File: src/rtl/osched_pkg.sv
// Shared constants, state encoding and slice helper for the two-channel output scheduler.
package osched_pkg;

   localparam int DATA_W   = 12;
   localparam int SLICE_W  = 2;
   localparam int NSLICE   = 6;
   localparam int MIN_SLOT = 8;
   localparam int CNT_W    = 8;

   typedef enum logic [1:0] {
      IDLE  = 2'd0,
      RDY   = 2'd1,
      SHIFT = 2'd2,
      HOLD  = 2'd3
   } osched_state_e;

   // Slice k of a sample, LSB-first.
   function automatic logic [SLICE_W-1:0] get_slice(input logic [DATA_W-1:0] d,
                                                    input logic [2:0]        k);
      logic [DATA_W-1:0] s;
      s = d >> (SLICE_W * int'(k));
      return s[SLICE_W-1:0];
   endfunction

endpackage

File: src/rtl/output_scheduler_if.sv
// Sample-source handshake and output-terminal link bundle for output_scheduler.
interface output_scheduler_if;
   import osched_pkg::*;

   logic                en;
   logic                req0;
   logic [DATA_W-1:0]   x0;
   logic [DATA_W-1:0]   y0;
   logic                inv0;
   logic                ack0;
   logic                req1;
   logic [DATA_W-1:0]   x1;
   logic [DATA_W-1:0]   y1;
   logic                inv1;
   logic                ack1;
   logic                Rdy;
   logic [SLICE_W-1:0]  Xo;
   logic [SLICE_W-1:0]  Yo;
   logic                ISo;
   logic                gnt_id;
   logic                busy;

   modport slave (
      input  en, req0, x0, y0, inv0, req1, x1, y1, inv1,
      output ack0, ack1, Rdy, Xo, Yo, ISo, gnt_id, busy
   );

   modport master (
      output en, req0, x0, y0, inv0, req1, x1, y1, inv1,
      input  ack0, ack1, Rdy, Xo, Yo, ISo, gnt_id, busy
   );

endinterface

File: src/rtl/osched_rr_arb.sv
// Two-way arbiter: round-robin by default, ch0 fixed priority when OSCHED_FIXED_PRIO_EN is defined.
module osched_rr_arb (
   input  logic       clk,
   input  logic       rst_n,
   input  logic [1:0] req,
   input  logic       adv,
   output logic [1:0] gnt
);

`ifdef OSCHED_FIXED_PRIO_EN

   always_comb begin
      gnt = 2'b00;
      if (req[0]) begin
         gnt = 2'b01;
      end else if (req[1]) begin
         gnt = 2'b10;
      end
   end

`else

   // last_q = channel granted most recently; resets to 1 so ch0 wins first.
   logic last_q;
   logic last_d;

   always_comb begin
      gnt    = req;
      last_d = last_q;
      if (req == 2'b11) begin
         gnt = last_q ? 2'b01 : 2'b10;
      end
      if (adv && (gnt != 2'b00)) begin
         last_d = gnt[1];
      end
   end

   always_ff @(posedge clk or negedge rst_n) begin
      if (!rst_n) begin
         last_q <= 1'b1;
      end else begin
         last_q <= last_d;
      end
   end

`endif

endmodule

File: src/rtl/output_scheduler.sv
// Shares one 2-bit Rdy/X/Y/IS link between two sample sources; arbitration is in osched_rr_arb
// (OSCHED_FIXED_PRIO_EN selects fixed ch0 priority there).
//
// state | meaning
// IDLE  | arbitration cycle; grant and capture a sample if en and any req
// RDY   | Rdy pulse, ack to winner, ISo updated
// SHIFT | six X/Y slices LSB-first, slot counter 0..5
// HOLD  | idle padding out to SLOT_CYC, Xo=Yo=0
module output_scheduler
   import osched_pkg::*;
#(
   parameter int SLOT_CYC = 8
) (
   input  logic              clk,
   input  logic              rst_n,
   output_scheduler_if.slave bus
);

   if ((SLOT_CYC < MIN_SLOT) || (SLOT_CYC > 255)) begin : g_bad_slot
      $error("output_scheduler: SLOT_CYC=%0d outside legal range 8..255", SLOT_CYC);
   end

   localparam logic [CNT_W-1:0] SHIFT_LAST = CNT_W'(NSLICE - 1);
   localparam logic [CNT_W-1:0] HOLD_LAST  = CNT_W'(SLOT_CYC - 3);
   localparam bit               HOLD_EN    = (SLOT_CYC > MIN_SLOT);

   osched_state_e       state_q, state_d;
   logic [CNT_W-1:0]    cnt_q, cnt_d;
   logic [DATA_W-1:0]   sx_q, sx_d;
   logic [DATA_W-1:0]   sy_q, sy_d;
   logic                rdy_q, rdy_d;
   logic [1:0]          ack_q, ack_d;
   logic [SLICE_W-1:0]  xo_q, xo_d;
   logic [SLICE_W-1:0]  yo_q, yo_d;
   logic                iso_q, iso_d;
   logic                gid_q, gid_d;
   logic                busy_q, busy_d;

   logic [1:0]          req;
   logic [1:0]          gnt;
   logic                adv;

   assign req = {bus.req1, bus.req0};
   assign adv = (state_q == IDLE) && bus.en && (req != 2'b00);

   osched_rr_arb u_arb (
      .clk   (clk),
      .rst_n (rst_n),
      .req   (req),
      .adv   (adv),
      .gnt   (gnt)
   );

   // Outputs are registered, so each state computes what the link shows in the next state.
   always_comb begin
      state_d = state_q;
      cnt_d   = cnt_q;
      sx_d    = sx_q;
      sy_d    = sy_q;
      iso_d   = iso_q;
      gid_d   = gid_q;
      rdy_d   = 1'b0;
      ack_d   = 2'b00;
      xo_d    = '0;
      yo_d    = '0;
      unique case (state_q)
         IDLE: begin
            if (adv) begin
               state_d = RDY;
               rdy_d   = 1'b1;
               ack_d   = gnt;
               gid_d   = gnt[1];
               sx_d    = gnt[1] ? bus.x1   : bus.x0;
               sy_d    = gnt[1] ? bus.y1   : bus.y0;
               iso_d   = gnt[1] ? bus.inv1 : bus.inv0;
            end
         end
         RDY: begin
            state_d = SHIFT;
            cnt_d   = '0;
            xo_d    = get_slice(sx_q, 3'd0);
            yo_d    = get_slice(sy_q, 3'd0);
         end
         SHIFT: begin
            cnt_d = cnt_q + 1'b1;
            if (cnt_q == SHIFT_LAST) begin
               state_d = HOLD_EN ? HOLD : IDLE;
            end else begin
               xo_d = get_slice(sx_q, cnt_q[2:0] + 3'd1);
               yo_d = get_slice(sy_q, cnt_q[2:0] + 3'd1);
            end
         end
         HOLD: begin
            cnt_d = cnt_q + 1'b1;
            if (cnt_q == HOLD_LAST) begin
               state_d = IDLE;
            end
         end
         default: begin
            state_d = IDLE;
         end
      endcase
      busy_d = (state_d != IDLE);
   end

   always_ff @(posedge clk or negedge rst_n) begin
      if (!rst_n) begin
         state_q <= IDLE;
         cnt_q   <= '0;
         sx_q    <= '0;
         sy_q    <= '0;
         rdy_q   <= 1'b0;
         ack_q   <= 2'b00;
         xo_q    <= '0;
         yo_q    <= '0;
         iso_q   <= 1'b0;
         gid_q   <= 1'b0;
         busy_q  <= 1'b0;
      end else begin
         state_q <= state_d;
         cnt_q   <= cnt_d;
         sx_q    <= sx_d;
         sy_q    <= sy_d;
         rdy_q   <= rdy_d;
         ack_q   <= ack_d;
         xo_q    <= xo_d;
         yo_q    <= yo_d;
         iso_q   <= iso_d;
         gid_q   <= gid_d;
         busy_q  <= busy_d;
      end
   end

   assign bus.Rdy    = rdy_q;
   assign bus.ack0   = ack_q[0];
   assign bus.ack1   = ack_q[1];
   assign bus.Xo     = xo_q;
   assign bus.Yo     = yo_q;
   assign bus.ISo    = iso_q;
   assign bus.gnt_id = gid_q;
   assign bus.busy   = busy_q;

endmodule

File: src/flat_wrapper.sv
// flat-port wrapper written by rule: the top's interface ports become plain ports
module output_scheduler_flat import osched_pkg::*;
#(
   parameter int SLOT_CYC = 8
)
  (clk, rst_n, bus_en, bus_req0, bus_x0, bus_y0, bus_inv0, bus_req1, bus_x1, bus_y1, bus_inv1, bus_ack0, bus_ack1, bus_Rdy, bus_Xo, bus_Yo, bus_ISo, bus_gnt_id, bus_busy);
  output_scheduler_if bus_i ();
  input  logic clk;
  input  logic rst_n;
  input wire logic [$bits(bus_i.en)-1:0] bus_en;
  input wire logic [$bits(bus_i.req0)-1:0] bus_req0;
  input wire logic [$bits(bus_i.x0)-1:0] bus_x0;
  input wire logic [$bits(bus_i.y0)-1:0] bus_y0;
  input wire logic [$bits(bus_i.inv0)-1:0] bus_inv0;
  input wire logic [$bits(bus_i.req1)-1:0] bus_req1;
  input wire logic [$bits(bus_i.x1)-1:0] bus_x1;
  input wire logic [$bits(bus_i.y1)-1:0] bus_y1;
  input wire logic [$bits(bus_i.inv1)-1:0] bus_inv1;
  output wire logic [$bits(bus_i.ack0)-1:0] bus_ack0;
  output wire logic [$bits(bus_i.ack1)-1:0] bus_ack1;
  output wire logic [$bits(bus_i.Rdy)-1:0] bus_Rdy;
  output wire logic [$bits(bus_i.Xo)-1:0] bus_Xo;
  output wire logic [$bits(bus_i.Yo)-1:0] bus_Yo;
  output wire logic [$bits(bus_i.ISo)-1:0] bus_ISo;
  output wire logic [$bits(bus_i.gnt_id)-1:0] bus_gnt_id;
  output wire logic [$bits(bus_i.busy)-1:0] bus_busy;
  assign bus_i.en = bus_en;
  assign bus_i.req0 = bus_req0;
  assign bus_i.x0 = bus_x0;
  assign bus_i.y0 = bus_y0;
  assign bus_i.inv0 = bus_inv0;
  assign bus_i.req1 = bus_req1;
  assign bus_i.x1 = bus_x1;
  assign bus_i.y1 = bus_y1;
  assign bus_i.inv1 = bus_inv1;
  assign bus_ack0 = bus_i.ack0;
  assign bus_ack1 = bus_i.ack1;
  assign bus_Rdy = bus_i.Rdy;
  assign bus_Xo = bus_i.Xo;
  assign bus_Yo = bus_i.Yo;
  assign bus_ISo = bus_i.ISo;
  assign bus_gnt_id = bus_i.gnt_id;
  assign bus_busy = bus_i.busy;
  output_scheduler #(.SLOT_CYC(SLOT_CYC)) u_core (.clk(clk), .rst_n(rst_n), .bus(bus_i));
endmodule
File: config.mk
export PLATFORM = sky130hd
export DESIGN_NAME = output_scheduler_flat
export DESIGN_NICKNAME = d
export VERILOG_FILES = /design/src/rtl/osched_pkg.sv /design/src/rtl/output_scheduler_if.sv /design/src/rtl/osched_rr_arb.sv /design/src/rtl/output_scheduler.sv /design/src/flat_wrapper.sv
export SDC_FILE = /design/constraint.sdc
export NUM_CORES = 1
export LEC_CHECK = 0
export ABC_AREA = 1
export CORE_MARGIN = 1.5
export CORE_UTILIZATION = 45
export DETAILED_ROUTE_END_ITERATION = 12
export DONT_BUFFER_PORTS = 1
export HOLD_SLACK_MARGIN = 0.15
export SLEW_MARGIN = 20
export SYNTH_ARGS = -nofsm -noshare
export SYNTH_HDL_FRONTEND = slang
export SYNTH_HIERARCHICAL = 1
export SYNTH_SLANG_ARGS = --single-unit
File: constraint.sdc
create_clock -name clk -period 1.78 [get_ports clk]
set_input_delay 0 -clock clk [delete_from_list [all_inputs] [get_ports clk]]
set_output_delay 0 -clock clk [all_outputs]
set_load 0.02 [all_outputs]
### Yosys cells after proc, flatten, opt, wreduce, memory -nomap -nowiden

Index checks and enable logic that the tools add are counted.

* register bits after elaboration: 45
* output and inout bits: 10
* word-level logic and storage cells: 48

* add/subtract/negate cells: 2
* equal/unequal tests: 5
* shift-type cells: 2
* muxes and demuxes: 17
* reduce and logical (&&, ||, !) cells: 10

Operator list (count)
* two-way mux 12 bit: 2
* >> shifter 12 x 4 -> 2 bit: 2
* two-way mux 2 bit: 8
* case mux 8 bit (2 select lines): 1
* adder 8 x 1 -> 8 bit (second input constant): 1
* equality test 8 x 3 -> 1 bit (second input constant): 1
* case mux 2 bit (2 select lines): 2
* nonzero test 2 bit: 4
* equality test 2 bit (second input constant): 3
* case mux 2 bit (3 select lines): 1
* adder 3 x 1 -> 3 bit (second input constant): 1
* logical AND 1 bit: 3
* two-way mux 1 bit: 3
* equality test 2 x 1 -> 1 bit (second input constant): 1
* logical NOT 2 bit: 1
* AND reduction 2 bit: 1
* OR reduction 2 bit: 1

### Longest topological paths before layout

* depth after elaboration: 6
* gate-level depth with buffers: 12
* mapped depth without buffers: 10

### Hierarchy

Netlist, hierarchy kept.

Modules (own cells, without submodules)
* output_scheduler: times used 1, cells each 313, area an instance 2339.7 um2, sequential area each 1101.1 um2
* osched_rr_arb: times used 1, cells each 8, area an instance 61.3 um2, sequential area each 26.3 um2

### Worst setup path before layout

Ideal clock, no wire load.

* kind: register -> register
* from: reg u_core.cnt_q[0]
* to: reg u_core.xo_q[1] (netlist: u_core/bus.Xo[1])
* library setup time: 120 ps
* arrival: 1331 ps
* setup slack: 329 ps
* cell stages (with the launch flop): 12
* period minus slack after synthesis: 1451 ps
* cells stage by stage: dfrtp_1 > ha_1 > buf_4 > inv_2 > buf_6 > nand2_1 > nand3_1 > nand2_1 > nand2_1 > nand2_1 > nand2_1 > a21oi_1

* longest elaborated chain between the ends: 4

Ends and longest elaborated chain
* start: declaration: RTL line output_scheduler.sv:28 `logic [CNT_W-1:0] cnt_q, cnt_d;`
* start signal: assignment: RTL line output_scheduler.sv:121 `cnt_q <= cnt_d;`
* adder 3 x 1 -> 3 bit: RTL line output_scheduler.sv:89 `xo_d = get_slice(sx_q, cnt_q[2:0] + 3'd1);`
* >> shifter 12 x 4 -> 2 bit: RTL line osched_pkg.sv:21 `s = d >> (SLICE_W * int'(k));`
* two-way mux 2 bit (*): RTL line output_scheduler.sv:86 `if (cnt_q == SHIFT_LAST) begin`
* case mux 2 bit (2 select lines) (*): RTL line output_scheduler.sv:66 `unique case (state_q)`
* via u_core.xo_d[1]: RTL line output_scheduler.sv:33 `logic [SLICE_W-1:0] xo_q, xo_d;`
* end signal: assignment: RTL line output_scheduler.sv:126 `xo_q <= xo_d;`
* end: declaration: RTL line output_scheduler.sv:33

Mark *: on every way through the listed nets, which the timed path passes. The rest lies on a longest branch.
A chain may end at the register's enable or synchronous reset.

### Final worst setup path

* from: reg u_core.u_arb.last_q
* to: reg u_core.sx_q[6]

* longest elaborated chain between the ends: 3

Ends and longest elaborated chain
* start: declaration: RTL line osched_rr_arb.sv:24 `logic last_q;`
* start signal: assignment: RTL line osched_rr_arb.sv:42 `last_q <= last_d;`
* two-way mux 2 bit: RTL line osched_rr_arb.sv:31 `gnt = last_q ? 2'b01 : 2'b10;`
* two-way mux 2 bit: RTL line osched_rr_arb.sv:30 `if (req == 2'b11) begin`
* via u_core.gnt[1]: RTL line output_scheduler.sv:40 `logic [1:0] gnt;`
* two-way mux 12 bit: RTL line output_scheduler.sv:73 `sx_d = gnt[1] ? bus.x1 : bus.x0;`
* end signal: assignment: RTL line output_scheduler.sv:110 `sx_q <= '0;`
* end signal: assignment: RTL line output_scheduler.sv:122 `sx_q <= sx_d;`
* end: declaration: RTL line output_scheduler.sv:29 `logic [DATA_W-1:0] sx_q, sx_d;`

The timed path passes the listed nets, and every way through them passes these cells.

==> flow_summary.json <==
{
  "fin_total_pwr_mw": 4.58,
  "r2r-end": "u_core/sx_q[6]$_DFFE_PN0P_",
  "fin_util": 0.636,
  "clockPowerShare": 0.133,
  "gr-usage-all-layers": 0.225,
  "final_area_mm2": 0.00327,
  "grt_pass1_wl_mm": 10.4,
  "fin_crit_sh": 0.955,
  "syn-num-nets": 383,
  "report.final.slew_viol_count": 0,
  "grt_max_degree": 46,
  "synth_compound_area_frac": 0.121,
  "wl_per_cell_um": 13.3,
  "start_util": 0.467,
  "avgSynthCellArea_um2": 7.48,
  "first_global_vias": 2318,
  "multiInputGateArea_mm2": 0.00107,
  "place_congestion": 0.843,
  "synth_cells": 321,
  "p_leak_nw": 1.55,
  "switching_share": 0.431,
  "avgViaCountPerCell": 4.95,
  "synthMuxAreaShare": 0,
  "cts-buffers-inserted": 5,
  "worstMarginPinSlew_ns": 0.345,
  "worstPathRequired_ns": 2.00,
  "cts_max_level": 2,
  "finalNetCount": 452,
  "vdd_drop_max_v": 0.000679,
  "worstReg2RegStart": "u_core/u_arb/last_q$_DFFE_PN1P_",
  "setup_ws_ns": 0.0806,
  "comb_power_share": 0.473,
  "drt_iter0_markers": 173,
  "die-width_um": 76.0,
  "drive_gt1_frac": 0.0614,
  "p_per_area_mw_per_mm2": 1400,
  "ys_seq_area_frac": 0.470,
  "cp_max_fo": 25,
  "worst-setup-path-type": "flop to flop",
  "regArea_mm2": 0.00113,
  "fmax_mhz": 588,
  "intPower_mw": 2.60,
  "rsz0062_at_grt": "true",
  "syn_area_mm2": 0.00240,
  "clk-insertion-delay-late_ns": 0.30,
  "cts_buffer_depth": 2,
  "placed_area_mm2": 0.00247,
  "dieHeight_um": 76.0,
  "io_buffers": 0,
  "hpwl_mm": 3.61,
  "detail-route-antenna-nets": 0,
  "cts_tree": "done",
  "synth_xor_area_frac": 0.00365,
  "pre_cts_ws_ns": 0.140,
  "num_vias": 2281,
  "rr_worst_depth": 5,
  "hold_class": "input pin to async pin",
  "rows": 26,
  "cap_violations": 0,
  "ys_types": 26,
  "worstPathArrival_ns": 1.91,
  "seq_power_share": 0.394,
  "drc": 0,
  "outcome": "finished clean",
  "max_slew_margin": 0.768,
  "fin_crit_ns": 1.70,
  "fillCellCount": 445,
  "finalHoldViolCount": 0,
  "finClkSkew_ns": 0.00493,
  "endpoint_kind": "flop",
  "finalSetupViolCount": 0,
  "antenna_cells": 0,
  "layout_commonest_cell": "nand2_1",
  "ys_ff_latch": 45,
  "synth-simple-area-share": 0.279,
  "fp.coreArea_mm2": 0.00514,
  "cp-start-kind": "flop",
  "antenna_found_initial": 0,
  "synth_top_family_by_area": "simple AND/OR/NAND/NOR gates",
  "overflow": 0,
  "clk_pin_slew_ns": 0.08,
  "io-pin-count": 65,
  "most-common-layout-cells": "nand2_1 (115), dlygate4sd3_1 (66), dfrtp_1 (44)",
  "setup-tns-final_ns": 0,
  "area_growth_pct": 36.1,
  "clock_sinks": 45,
  "regToRegSetupSlack_ns": 0.08,
  "dieArea_mm2": 0.00578,
  "synth-warning-count": 6,
  "cts-root-buf": "clkbuf_8",
  "synth_adder_area_share": 0.0365,
  "switching_power_mw": 1.97,
  "dr.pass1.iters": 5,
  "routed_wl_mm": 6.12
}
per-layer routing:
metal / global-route usage / vias to the layer above / routed length, um
met5: 0 / - / 0
met3: 0.0491 / 14 / 314
li1: - / 1153 / -
met2: 0.374 / 76 / 2920
met4: 0.102 / 0 / 138
met1: 0.281 / 1038 / 2750
cells in the mapped netlist:
cell type | count | area, um2
dfrtp_1 | 44 | 1100
buf_2 | 8 | 40.0
o21ai_1 | 1 | 5.00
a21boi_1 | 1 | 7.51
o22ai_1 | 1 | 6.26
buf_4 | 1 | 7.51
a31oi_1 | 25 | 156
a21oi_1 | 13 | 65.1
nand3_2 | 1 | 10.0
inv_1 | 31 | 116
dfstp_2 | 1 | 26.3
buf_6 | 3 | 33.8
clkbuf_1 | 2 | 7.51
nor2_2 | 1 | 6.26
nand3_1 | 13 | 65.1
inv_2 | 2 | 7.51
a21boi_0 | 1 | 7.51
o211ai_1 | 1 | 7.51
nor2_1 | 38 | 143
xor2_1 | 1 | 8.76
ha_1 | 7 | 87.6
o21ai_0 | 7 | 35.0
nor3_2 | 1 | 10.0
nand2_1 | 115 | 432
clkinv_1 | 1 | 3.75
nor3_1 | 1 | 5.00
critical path: stages (launching register included):
cell and delay (ns):
dfstp_2 0.39, a21boi_2 0.19, buf_8 0.21, nand2_1 0.08
dlygate4sd3_1 0.56, a31oi_1 0.18
registers in the layout, indices dropped and copies added, names as in the netlist:
name	flops
u_core/sx_q	12
u_core/cnt_q	8
u_core/bus.ISo	1
u_core/bus.Xo	2
u_core/sy_q	12
u_core/bus.gnt_id	1
u_core/bus.Rdy	1
u_core/state_q	2
u_core/bus.busy	1
u_core/u_arb/last_q	1
u_core/bus.Yo	2
u_core/ack_q	2
area by class of cell:
type	count	area share
Multi-Input combinational cell	228	0.327
Timing Repair Buffer	76	0.237
Clock buffer	8	0.0245
Tap cell	70	0.0268
Inverter	34	0.0391
Sequential cell	45	0.345
logic make-up after synthesis:
kind of cell / after synthesis
flops: 45
xor+xnor: 1
fa+ha+maj: 7
simple gates: 170
buf+inv: 48
compound gates: 50
per-stage QoR:
step                cells  hold WS [ns]
floorplan             321        -0.296
global placement      384        -0.295
detailed placement    384        -0.295
CTS                   459         0.196
global route          461         0.202
finish                461         0.192
worst max path at each step:
stage	from	end	slack (ns)	cells past startpoint
3_5_place_dp	u_core/cnt_q[0]$_DFFE_PN0N_	u_core/bus.Yo[0]$_DFF_PN0_	0.14	9
3_3_place_gp	u_core/cnt_q[0]$_DFFE_PN0N_	u_core/bus.Yo[1]$_DFF_PN0_	0.14	9
2_1_floorplan	u_core/cnt_q[0]$_DFFE_PN0N_	u_core/bus.Xo[1]$_DFF_PN0_	0.33	11
5_1_grt	u_core/state_q[0]$_DFF_PN0_	u_core/cnt_q[7]$_DFFE_PN0N_	-0.003	7
6_report	u_core/u_arb/last_q$_DFFE_PN1P_	u_core/sx_q[6]$_DFFE_PN0P_	0.08	5
4_1_cts	u_core/u_arb/last_q$_DFFE_PN1P_	u_core/sy_q[11]$_DFFE_PN0P_	0.1	5
power by group through the flow:
stage | Combinational [mW] | Clock (mW) | Sequential [mW]
after detailed placement | 1.94 | 0 | 1.82
final | 2.16 | 0.610 | 1.80
after global routing | 2.50 | 0.689 | 1.86
after global placement | 1.92 | 0 | 1.81
after CTS | 2.11 | 0.636 | 1.80
after floorplan | 1.61 | 0 | 1.73
timing repair:
| item | in CTS | in global routing |
|---|---|---|
| gates resized for setup | 0 | 4 |
| endpoints found under the setup margin | 0 | 17 |
| hold buffers | 67 | 0 |
| hold endpoints to repair | 77 | 0 |
| buffers inserted | 0 | 2 |
Note: power is estimated with default switching activity, not from simulation.
